<file path="src/rtl/bme_regs_pkg.sv">
// Register map constants and FSM state type shared by the BME280-style SPI
// responder. Optional build macro: SOFT_RESET_EN (enables 0xE0 soft reset).
package bme_regs_pkg;

    localparam logic [7:0] ADDR_DIG_T1_LSB = 8'h88;
    localparam logic [7:0] ADDR_DIG_T1_MSB = 8'h89;
    localparam logic [7:0] ADDR_DIG_T2_LSB = 8'h8A;
    localparam logic [7:0] ADDR_DIG_T2_MSB = 8'h8B;
    localparam logic [7:0] ADDR_DIG_T3_LSB = 8'h8C;
    localparam logic [7:0] ADDR_DIG_T3_MSB = 8'h8D;
    localparam logic [7:0] ADDR_CHIP_ID    = 8'hD0;
    localparam logic [7:0] ADDR_RESET      = 8'hE0;
    localparam logic [7:0] ADDR_CTRL_MEAS  = 8'hF4;
    localparam logic [7:0] ADDR_CONFIG     = 8'hF5;
    localparam logic [7:0] ADDR_TEMP_MSB   = 8'hFA;
    localparam logic [7:0] ADDR_TEMP_LSB   = 8'hFB;
    localparam logic [7:0] ADDR_TEMP_XLSB  = 8'hFC;

    localparam logic [7:0] SOFT_RESET_KEY  = 8'hB6;

    typedef enum logic [1:0] {
        ST_IDLE,
        ST_ADDR,
        ST_RDATA,
        ST_WDATA
    } bme_state_e;

endpackage

</file>
<file path="src/rtl/spi_pin_sync.sv">
// Multi-stage synchroniser for one SPI pin with optional rise/fall detection.
// The edge detector compares the synchroniser output with a delayed copy.
module spi_pin_sync #(
    parameter int unsigned SYNC_STAGES = 2,
    parameter bit          EDGE_DET    = 1'b1
) (
    input  logic clk,
    input  logic rst,
    input  logic din,
    output logic dout,
    output logic rise,
    output logic fall
);

    logic [SYNC_STAGES-1:0] sync_q;
    logic [SYNC_STAGES-1:0] sync_d;

    // Shift the raw pin into the synchroniser chain.
    always_comb begin
        sync_d = {sync_q[SYNC_STAGES-2:0], din};
    end

    // Chain resets low so an already-low pin never produces a fake edge.
    always_ff @(posedge clk or posedge rst) begin
        if (rst) sync_q <= '0;
        else     sync_q <= sync_d;
    end

    assign dout = sync_q[SYNC_STAGES-1];

    generate
        if (EDGE_DET) begin : g_edge
            logic last_q;
            logic last_d;

            // Previous synchronised level for edge comparison.
            always_comb begin
                last_d = dout;
            end

            // Delayed copy of the synchronised level.
            always_ff @(posedge clk or posedge rst) begin
                if (rst) last_q <= 1'b0;
                else     last_q <= last_d;
            end

            assign rise = dout & ~last_q;
            assign fall = ~dout & last_q;
        end else begin : g_no_edge
            assign rise = 1'b0;
            assign fall = 1'b0;
        end
    endgenerate

endmodule

</file>
<file path="src/rtl/bme_spi_responder.sv">
// SPI mode-0 responder emulating the temperature register map of a
// BME280-class sensor. Optional build macro: SOFT_RESET_EN, which makes
// address 0xE0 accept the soft-reset key and clear ctrl_meas/config.
module bme_spi_responder
    import bme_regs_pkg::*;
#(
    parameter logic [7:0]  CHIP_ID     = 8'h60,
    parameter logic [15:0] DIG_T1      = 16'd27504,
    parameter logic [15:0] DIG_T2      = 16'd26435,
    parameter logic [15:0] DIG_T3      = 16'hFC18,
    parameter int unsigned SYNC_STAGES = 2
) (
    input  logic        clk,
    input  logic        RESET,
    input  logic        SCK,
    input  logic        CS,
    input  logic        MOSI,
    output logic        MISO,
    output logic        miso_oe,
    input  logic [19:0] adc_temp,
    output logic [7:0]  ctrl_meas,
    output logic [7:0]  config_reg,
    output logic        wr_strobe,
    output logic        busy
);

    logic sck_rise, sck_fall, sck_level_unused;
    logic cs_rise, cs_fall, cs_level_unused;
    logic mosi_s, mosi_rise_unused, mosi_fall_unused;

    spi_pin_sync #(.SYNC_STAGES(SYNC_STAGES), .EDGE_DET(1'b1)) u_sck_sync (
        .clk  (clk),
        .rst  (RESET),
        .din  (SCK),
        .dout (sck_level_unused),
        .rise (sck_rise),
        .fall (sck_fall)
    );

    spi_pin_sync #(.SYNC_STAGES(SYNC_STAGES), .EDGE_DET(1'b1)) u_cs_sync (
        .clk  (clk),
        .rst  (RESET),
        .din  (CS),
        .dout (cs_level_unused),
        .rise (cs_rise),
        .fall (cs_fall)
    );

    spi_pin_sync #(.SYNC_STAGES(SYNC_STAGES), .EDGE_DET(1'b0)) u_mosi_sync (
        .clk  (clk),
        .rst  (RESET),
        .din  (MOSI),
        .dout (mosi_s),
        .rise (mosi_rise_unused),
        .fall (mosi_fall_unused)
    );

    bme_state_e  state_q, state_d;
    logic [2:0]  bit_cnt_q, bit_cnt_d;
    logic [7:0]  shift_q, shift_d;
    logic [7:0]  ptr_q, ptr_d;
    logic [7:0]  tx_q, tx_d;
    logic [19:0] snap_q, snap_d;
    logic        miso_q, miso_d;
    logic        oe_q, oe_d;
    logic        busy_q, busy_d;
    logic        strobe_q, strobe_d;
    logic [7:0]  ctrl_q, ctrl_d;
    logic [7:0]  cfg_q, cfg_d;

    logic [7:0]  rx_byte;
    logic [7:0]  rd_byte;

    // Read mux: register contents at the current pointer.
    always_comb begin
        rd_byte = '0;
        case (ptr_q)
            ADDR_DIG_T1_LSB: rd_byte = DIG_T1[7:0];
            ADDR_DIG_T1_MSB: rd_byte = DIG_T1[15:8];
            ADDR_DIG_T2_LSB: rd_byte = DIG_T2[7:0];
            ADDR_DIG_T2_MSB: rd_byte = DIG_T2[15:8];
            ADDR_DIG_T3_LSB: rd_byte = DIG_T3[7:0];
            ADDR_DIG_T3_MSB: rd_byte = DIG_T3[15:8];
            ADDR_CHIP_ID:    rd_byte = CHIP_ID;
            ADDR_CTRL_MEAS:  rd_byte = ctrl_q;
            ADDR_CONFIG:     rd_byte = cfg_q;
            ADDR_TEMP_MSB:   rd_byte = snap_q[19:12];
            ADDR_TEMP_LSB:   rd_byte = snap_q[11:4];
            ADDR_TEMP_XLSB:  rd_byte = {snap_q[3:0], 4'b0000};
            default:         rd_byte = '0;
        endcase
    end

    // Next-state logic: frame sequencing, shifting and register writes.
    always_comb begin
        state_d   = state_q;
        bit_cnt_d = bit_cnt_q;
        shift_d   = shift_q;
        ptr_d     = ptr_q;
        tx_d      = tx_q;
        snap_d    = snap_q;
        miso_d    = miso_q;
        oe_d      = oe_q;
        busy_d    = busy_q;
        strobe_d  = 1'b0;
        ctrl_d    = ctrl_q;
        cfg_d     = cfg_q;
        rx_byte   = {shift_q[6:0], mosi_s};

        // CS rise has priority over any coincident SCK edge.
        if (cs_rise) begin
            state_d   = ST_IDLE;
            bit_cnt_d = '0;
            miso_d    = 1'b0;
            oe_d      = 1'b0;
            busy_d    = 1'b0;
        end else begin
            case (state_q)
                ST_IDLE: begin
                    if (cs_fall) begin
                        state_d   = ST_ADDR;
                        snap_d    = adc_temp;
                        bit_cnt_d = '0;
                        busy_d    = 1'b1;
                    end
                end
                ST_ADDR: begin
                    if (sck_rise) begin
                        shift_d   = rx_byte;
                        bit_cnt_d = bit_cnt_q + 3'd1;
                        if (bit_cnt_q == 3'd7) begin
                            if (rx_byte[7]) begin
                                ptr_d   = rx_byte;
                                state_d = ST_RDATA;
                                oe_d    = 1'b1;
                            end else begin
                                ptr_d   = {1'b1, rx_byte[6:0]};
                                state_d = ST_WDATA;
                            end
                        end
                    end
                end
                // bit_cnt counts data bits sent; count 0 marks a byte load.
                ST_RDATA: begin
                    if (sck_fall) begin
                        if (bit_cnt_q == 3'd0) begin
                            miso_d = rd_byte[7];
                            tx_d   = {rd_byte[6:0], 1'b0};
                        end else begin
                            miso_d = tx_q[7];
                            tx_d   = {tx_q[6:0], 1'b0};
                        end
                        bit_cnt_d = bit_cnt_q + 3'd1;
                        if (bit_cnt_q == 3'd7) begin
                            ptr_d = ptr_q + 8'd1;
                        end
                    end
                end
                ST_WDATA: begin
                    if (sck_rise) begin
                        shift_d   = rx_byte;
                        bit_cnt_d = bit_cnt_q + 3'd1;
                        if (bit_cnt_q == 3'd7) begin
                            state_d = ST_ADDR;
                            case (ptr_q)
                                ADDR_CTRL_MEAS: begin
                                    ctrl_d   = rx_byte;
                                    strobe_d = 1'b1;
                                end
                                ADDR_CONFIG: begin
                                    cfg_d    = rx_byte;
                                    strobe_d = 1'b1;
                                end
`ifdef SOFT_RESET_EN
                                ADDR_RESET: begin
                                    if (rx_byte == SOFT_RESET_KEY) begin
                                        ctrl_d   = '0;
                                        cfg_d    = '0;
                                        strobe_d = 1'b1;
                                    end
                                end
`endif
                                default: ;
                            endcase
                        end
                    end
                end
                default: state_d = ST_IDLE;
            endcase
        end
    end

    // State and registered outputs.
    always_ff @(posedge clk or posedge RESET) begin
        if (RESET) begin
            state_q   <= ST_IDLE;
            bit_cnt_q <= '0;
            shift_q   <= '0;
            ptr_q     <= '0;
            tx_q      <= '0;
            snap_q    <= '0;
            miso_q    <= 1'b0;
            oe_q      <= 1'b0;
            busy_q    <= 1'b0;
            strobe_q  <= 1'b0;
            ctrl_q    <= '0;
            cfg_q     <= '0;
        end else begin
            state_q   <= state_d;
            bit_cnt_q <= bit_cnt_d;
            shift_q   <= shift_d;
            ptr_q     <= ptr_d;
            tx_q      <= tx_d;
            snap_q    <= snap_d;
            miso_q    <= miso_d;
            oe_q      <= oe_d;
            busy_q    <= busy_d;
            strobe_q  <= strobe_d;
            ctrl_q    <= ctrl_d;
            cfg_q     <= cfg_d;
        end
    end

    assign MISO       = miso_q;
    assign miso_oe    = oe_q;
    assign busy       = busy_q;
    assign wr_strobe  = strobe_q;
    assign ctrl_meas  = ctrl_q;
    assign config_reg = cfg_q;

endmodule

</file>
<file path="config.mk">
export PLATFORM = sky130hd
export DESIGN_NAME = bme_spi_responder
export DESIGN_NICKNAME = d
export VERILOG_FILES = /design/src/rtl/bme_regs_pkg.sv /design/src/rtl/spi_pin_sync.sv /design/src/rtl/bme_spi_responder.sv
export SDC_FILE = /design/constraint.sdc
export NUM_CORES = 1
export LEC_CHECK = 0
export BUFFER_PORTS_ARGS = -buffer_cell sky130_fd_sc_hd__buf_2
export CAP_MARGIN = 20
export CELL_PAD_IN_SITES_DETAIL_PLACEMENT = 0
export CELL_PAD_IN_SITES_GLOBAL_PLACEMENT = 1
export CORE_MARGIN = 10
export CORE_UTILIZATION = 30
export DETAILED_ROUTE_END_ITERATION = 16
export PLACE_DENSITY_LB_ADDON = 0.1
export SLEW_MARGIN = 20
export SYNTH_ARGS = -nofsm -noshare
export SYNTH_HDL_FRONTEND = slang
export SYNTH_HIERARCHICAL = 1
export SYNTH_SLANG_ARGS = --single-unit
</file>
<file path="constraint.sdc">
create_clock -name clk -period 2.3 [get_ports clk]
set_clock_uncertainty 0.1 [all_clocks]
set_input_delay 0.23 -clock clk [delete_from_list [all_inputs] [get_ports clk]]
set_output_delay 0.23 -clock clk [all_outputs]
set_load 0.05 [all_outputs]
</file>
Word level (Yosys, flattened, before mapping) --
Cells that the tools add are included.
Cells by class: multiplexer cells 37, reductions and logical operators 25, bitwise operators 9, equality and inequality tests 27, add/sub/neg operators 2
Operators with widths (count):
- 8-bit == test, second input constant | 12
- 8-bit case mux with 12 select lines | 1
- 8-bit 2-to-1 mux | 5
- 1-bit 2-to-1 mux | 18
- 3-bit inequality test, second input constant | 6
- 2-bit nonzero test | 9
- 8-bit case mux with 2 select lines | 1
- 2-bit 2-to-1 mux | 6
- 3-bit 2-to-1 mux | 4
- 3-bit AND reduction | 4
- 6-bit AND reduction | 2
- 5-bit AND reduction | 2
- 3-bit case mux with 3 select lines | 1
- 8-bit by 1-bit adder with 8-bit output, second input constant | 1
- 2-bit inequality test, second input constant | 4
- 2-bit case mux with 3 select lines | 1
- 1-bit NOT | 5
- 1-bit bitwise AND | 4
- 2-bit == test, second input constant | 2
- 2-bit AND reduction | 2
- 4-bit AND reduction | 1
- 4-bit nonzero test | 1
- 2-bit OR reduction | 2
- 3-bit by 1-bit adder with 3-bit output, second input constant | 1
- other kinds (5) | 5
Word-level totals: logic and storage cells 117, output and inout bits 20, register bits after elaboration 76, input port bits 25

Depth between registers and ports, before layout --
word-level depth 7, gate-level depth with buffers 9, gate-level depth less buffers 7

Modules after synthesis --
The synthesis kept the hierarchy.
By module, submodules not included:
- bme_spi_responder | cells each 331, area each 3594.7 µm², sequential area each 1676.6 µm², times used 1
- spi_pin_sync (u_cs_sync ...) | cells each 6, area each 93.8 µm², sequential area each 75.1 µm², times used 2
- spi_pin_sync (u_mosi_sync) | cells each 6, area each 72.6 µm², sequential area each 50.0 µm², times used 1

Worst setup path before layout --
OpenSTA, ideal clock, no wires.
kind reg-to-reg, start register ptr_q[0], end register tx_q[6], data arrival time 1.776 ns, period minus slack after synthesis 2.015 ns, path buffers 1, setup time 0.139 ns, slack 0.285 ns, cell stages (with the launch flop) 9, data required time 2.061 ns, cell sequence dfrtp_1 inv_1 ha_1 clkbuf_1 or2_1 o211a_1 a21o_1 o211ai_2 a32oi_1
On the way: longest elaborated chain between the ends 3, elaborated cells on any way between the ends 14, those cells by class eq/ne (12); mux (2)
Ends and longest elaborated chain:
- start: declaration | RTL line bme_spi_responder.sv:61 | logic [7:0] ptr_q, ptr_d;
- start signal: assignment | RTL line bme_spi_responder.sv:212 | ptr_q <= ptr_d;
- 8-bit == test | RTL line bme_spi_responder.sv:77 | case (ptr_q)
- 8-bit case mux with 12 select lines * | RTL line bme_spi_responder.sv:77
- 8-bit 2-to-1 mux * | RTL line bme_spi_responder.sv:146 | if (bit_cnt_q == 3'd0) begin
- end signal: assignment | RTL line bme_spi_responder.sv:213 | tx_q <= tx_d;
- end: declaration | RTL line bme_spi_responder.sv:62 | logic [7:0] tx_q, tx_d;
Every way passes the cells marked *; elsewhere a longest branch is shown, timed or not. A chain may end at the register's enable or synchronous reset.

Worst setup path after layout --
start register ptr_q[1], end register tx_q[1]
The elaborated chain is that of the path after synthesis.

==> metrics.cfg <==
[grt]
grt_pass1_vias=3004
grt_max_degree=45
antenna_found_initial=0
grt_overflow_total=0
grt_pass1_wl_um=17600
grt_usage_pct=12.7

[critical_path]
cp.depth=7
cp-startpoint=ptr_q[1]
slowest_delay_ns=0.55
critPathArrivalTime_ns=2.28
worst_path_max_delay_cell=a2111oi_0
cp-end-kind=flop
crit_path_end=tx_q[1]
path_cells=inv_1, ha_1, and3b_1, a32oi_1, a21oi_1, a2111oi_0, a21oi_1
r2r_slack_ns=0.11
worstPathRequired_ns=2.39
crit_fanout=8
r2r_start=ptr_q[1]
rr_endpoint=tx_q[1]
startpoint_type=flop
cp_common_cell=a21oi_1
critPathBufInv=1
worst-setup-path-type=flop to flop
r2r_cells=7
crit_family=compound AO/OA/AOI/OAI gates

[placement]
portBuffers=44
place_hpwl_um=8210
placedCellCount=564
place.gp.congestion=0.812

[finish]
largest_reg_flops=20
diodes=0
area_growth_pct=22.3
most-common-layout-cells=75 x dfrtp_1, 44 x buf_2, 35 x mux2_2
layout_commonest_cell=dfrtp_1
final_util_pct=37.3
regMostFlops=snap_q
fillers=1288
layoutNonFillerInstCount=584
nets=443
drive_gt1_share_pct=34.0

[detailed_routing]
ant_nets=0
dr.first_iter.drc_count=116
wire_per_inst_um=18.4
vias_per_cell=4.92
wl_um=10800
vias=2876
drc=0
drtPass1Iterations=4

[timing]
slew_headroom_pct=54.4
tightest_slew_ns=0.667
final_max_slew_viol_count=0
rsz0062_at_grt=no
finalSetupViolations=0
hold_viol=0
period_needed_ns=2.19
timing.final.crit_share_pct=95.3
setup_tns_ns=0
fmax_ghz=0.456

[floorplanning]
start_util_pct=30.5
die_w_um=133
io_pins=45
die_h_um=133
core_area_um2=12600
rows=41
dieArea_um2=17700

[logic_synthesis]
syn_nets=382
syn_area_um2=3840
syn_inst=346
yosys_warnings=6
avgSynthCellArea_um2=11.1

[clock_network]
cts_tree=done
cts.clk_slew.worst_paths_ns=0.06
post_cts_buffers=0
cts_max_level=3
clock_sinks=75
clockBufferDepth=2
clock_latency_ns=0.34
cts_buffers=9
root_buffer=clkbuf_16

[job]
cap_violations=0

[power_and_ir_drop]
peakVddDrop_mv=0.430
power.leakage_uw=0.00219
powerDensity_nw_per_um2=896

[hold_path]
hold_class=input port to flop

[status]
status=finished, final reports clean

-- worst reg2reg max path, stage by stage, from the launching register on --
cell and delay [ns]:
dfrtp_1 0.40, inv_1 0.08, ha_1 0.19, and3b_1 0.30, a32oi_1 0.21, a21oi_1 0.13, a2111oi_0 0.55, a21oi_1 0.08
-- final cells by class --
| type | count | area, um2 | share of cell area, % |
|---|---|---|---|
| inverters | 11 | 41.3 | 0.880 |
| clock buffers | 10 | 239 | 5.09 |
| well taps | 172 | 215 | 4.59 |
| repair buffers | 72 | 453 | 9.65 |
| multi-input cells | 238 | 1820 | 38.8 |
| clock inverters | 6 | 47.5 | 1.01 |
| flip-flops and latches | 75 | 1880 | 40.0 |
-- what timing repair did --
item,CTS,global route
endpoints found under the setup margin,0,1
endpoints found under the hold margin,78,0
hold buffers,4,0
gates resized for setup,0,2
-- worst min path at each step --
stage,start,end,slack [ns],depth (start not counted)
2_1_floorplan,RESET,u_mosi_sync/sync_q[0],-0.13,1
3_3_place_gp,RESET,u_mosi_sync/sync_q[1],0.03,2
3_5_place_dp,RESET,u_mosi_sync/sync_q[0],0.03,2
4_1_cts,adc_temp[6],snap_q[6],0.005,2
5_1_grt,adc_temp[7],snap_q[7],0.01,2
6_report,adc_temp[8],snap_q[8],0.01,2
-- power by group --
part	switching [uW]	total, uW	internal (uW)
sequential	273	1910	1640
clock	598	1370	770
combinational	470	926	456
-- stage by stage --
step / hold WS [ns] / area (um2) / total power, uW / setup WS (ns)
detailed placement: 0.0284 / 4360 / 2880 / 0.106
global route: 0.0110 / 4690 / 4480 / 0.00275
floorplan: -0.129 / 3840 / 2540 / 0.285
finish: 0.0130 / 4690 / 4210 / 0.107
CTS: 0.00461 / 4690 / 4270 / 0.110
global placement: 0.0271 / 4360 / 2860 / 0.220
-- layer usage --
layer	vias up	GRT usage (%)	part of all wire, %
met5	-	0	0
met4	0	5.56	2.0
met3	14	2.84	5.0
met2	80	19.2	45
met1	1396	17.0	48
li1	1386	-	-
Power figures use the tool's default switching activity.
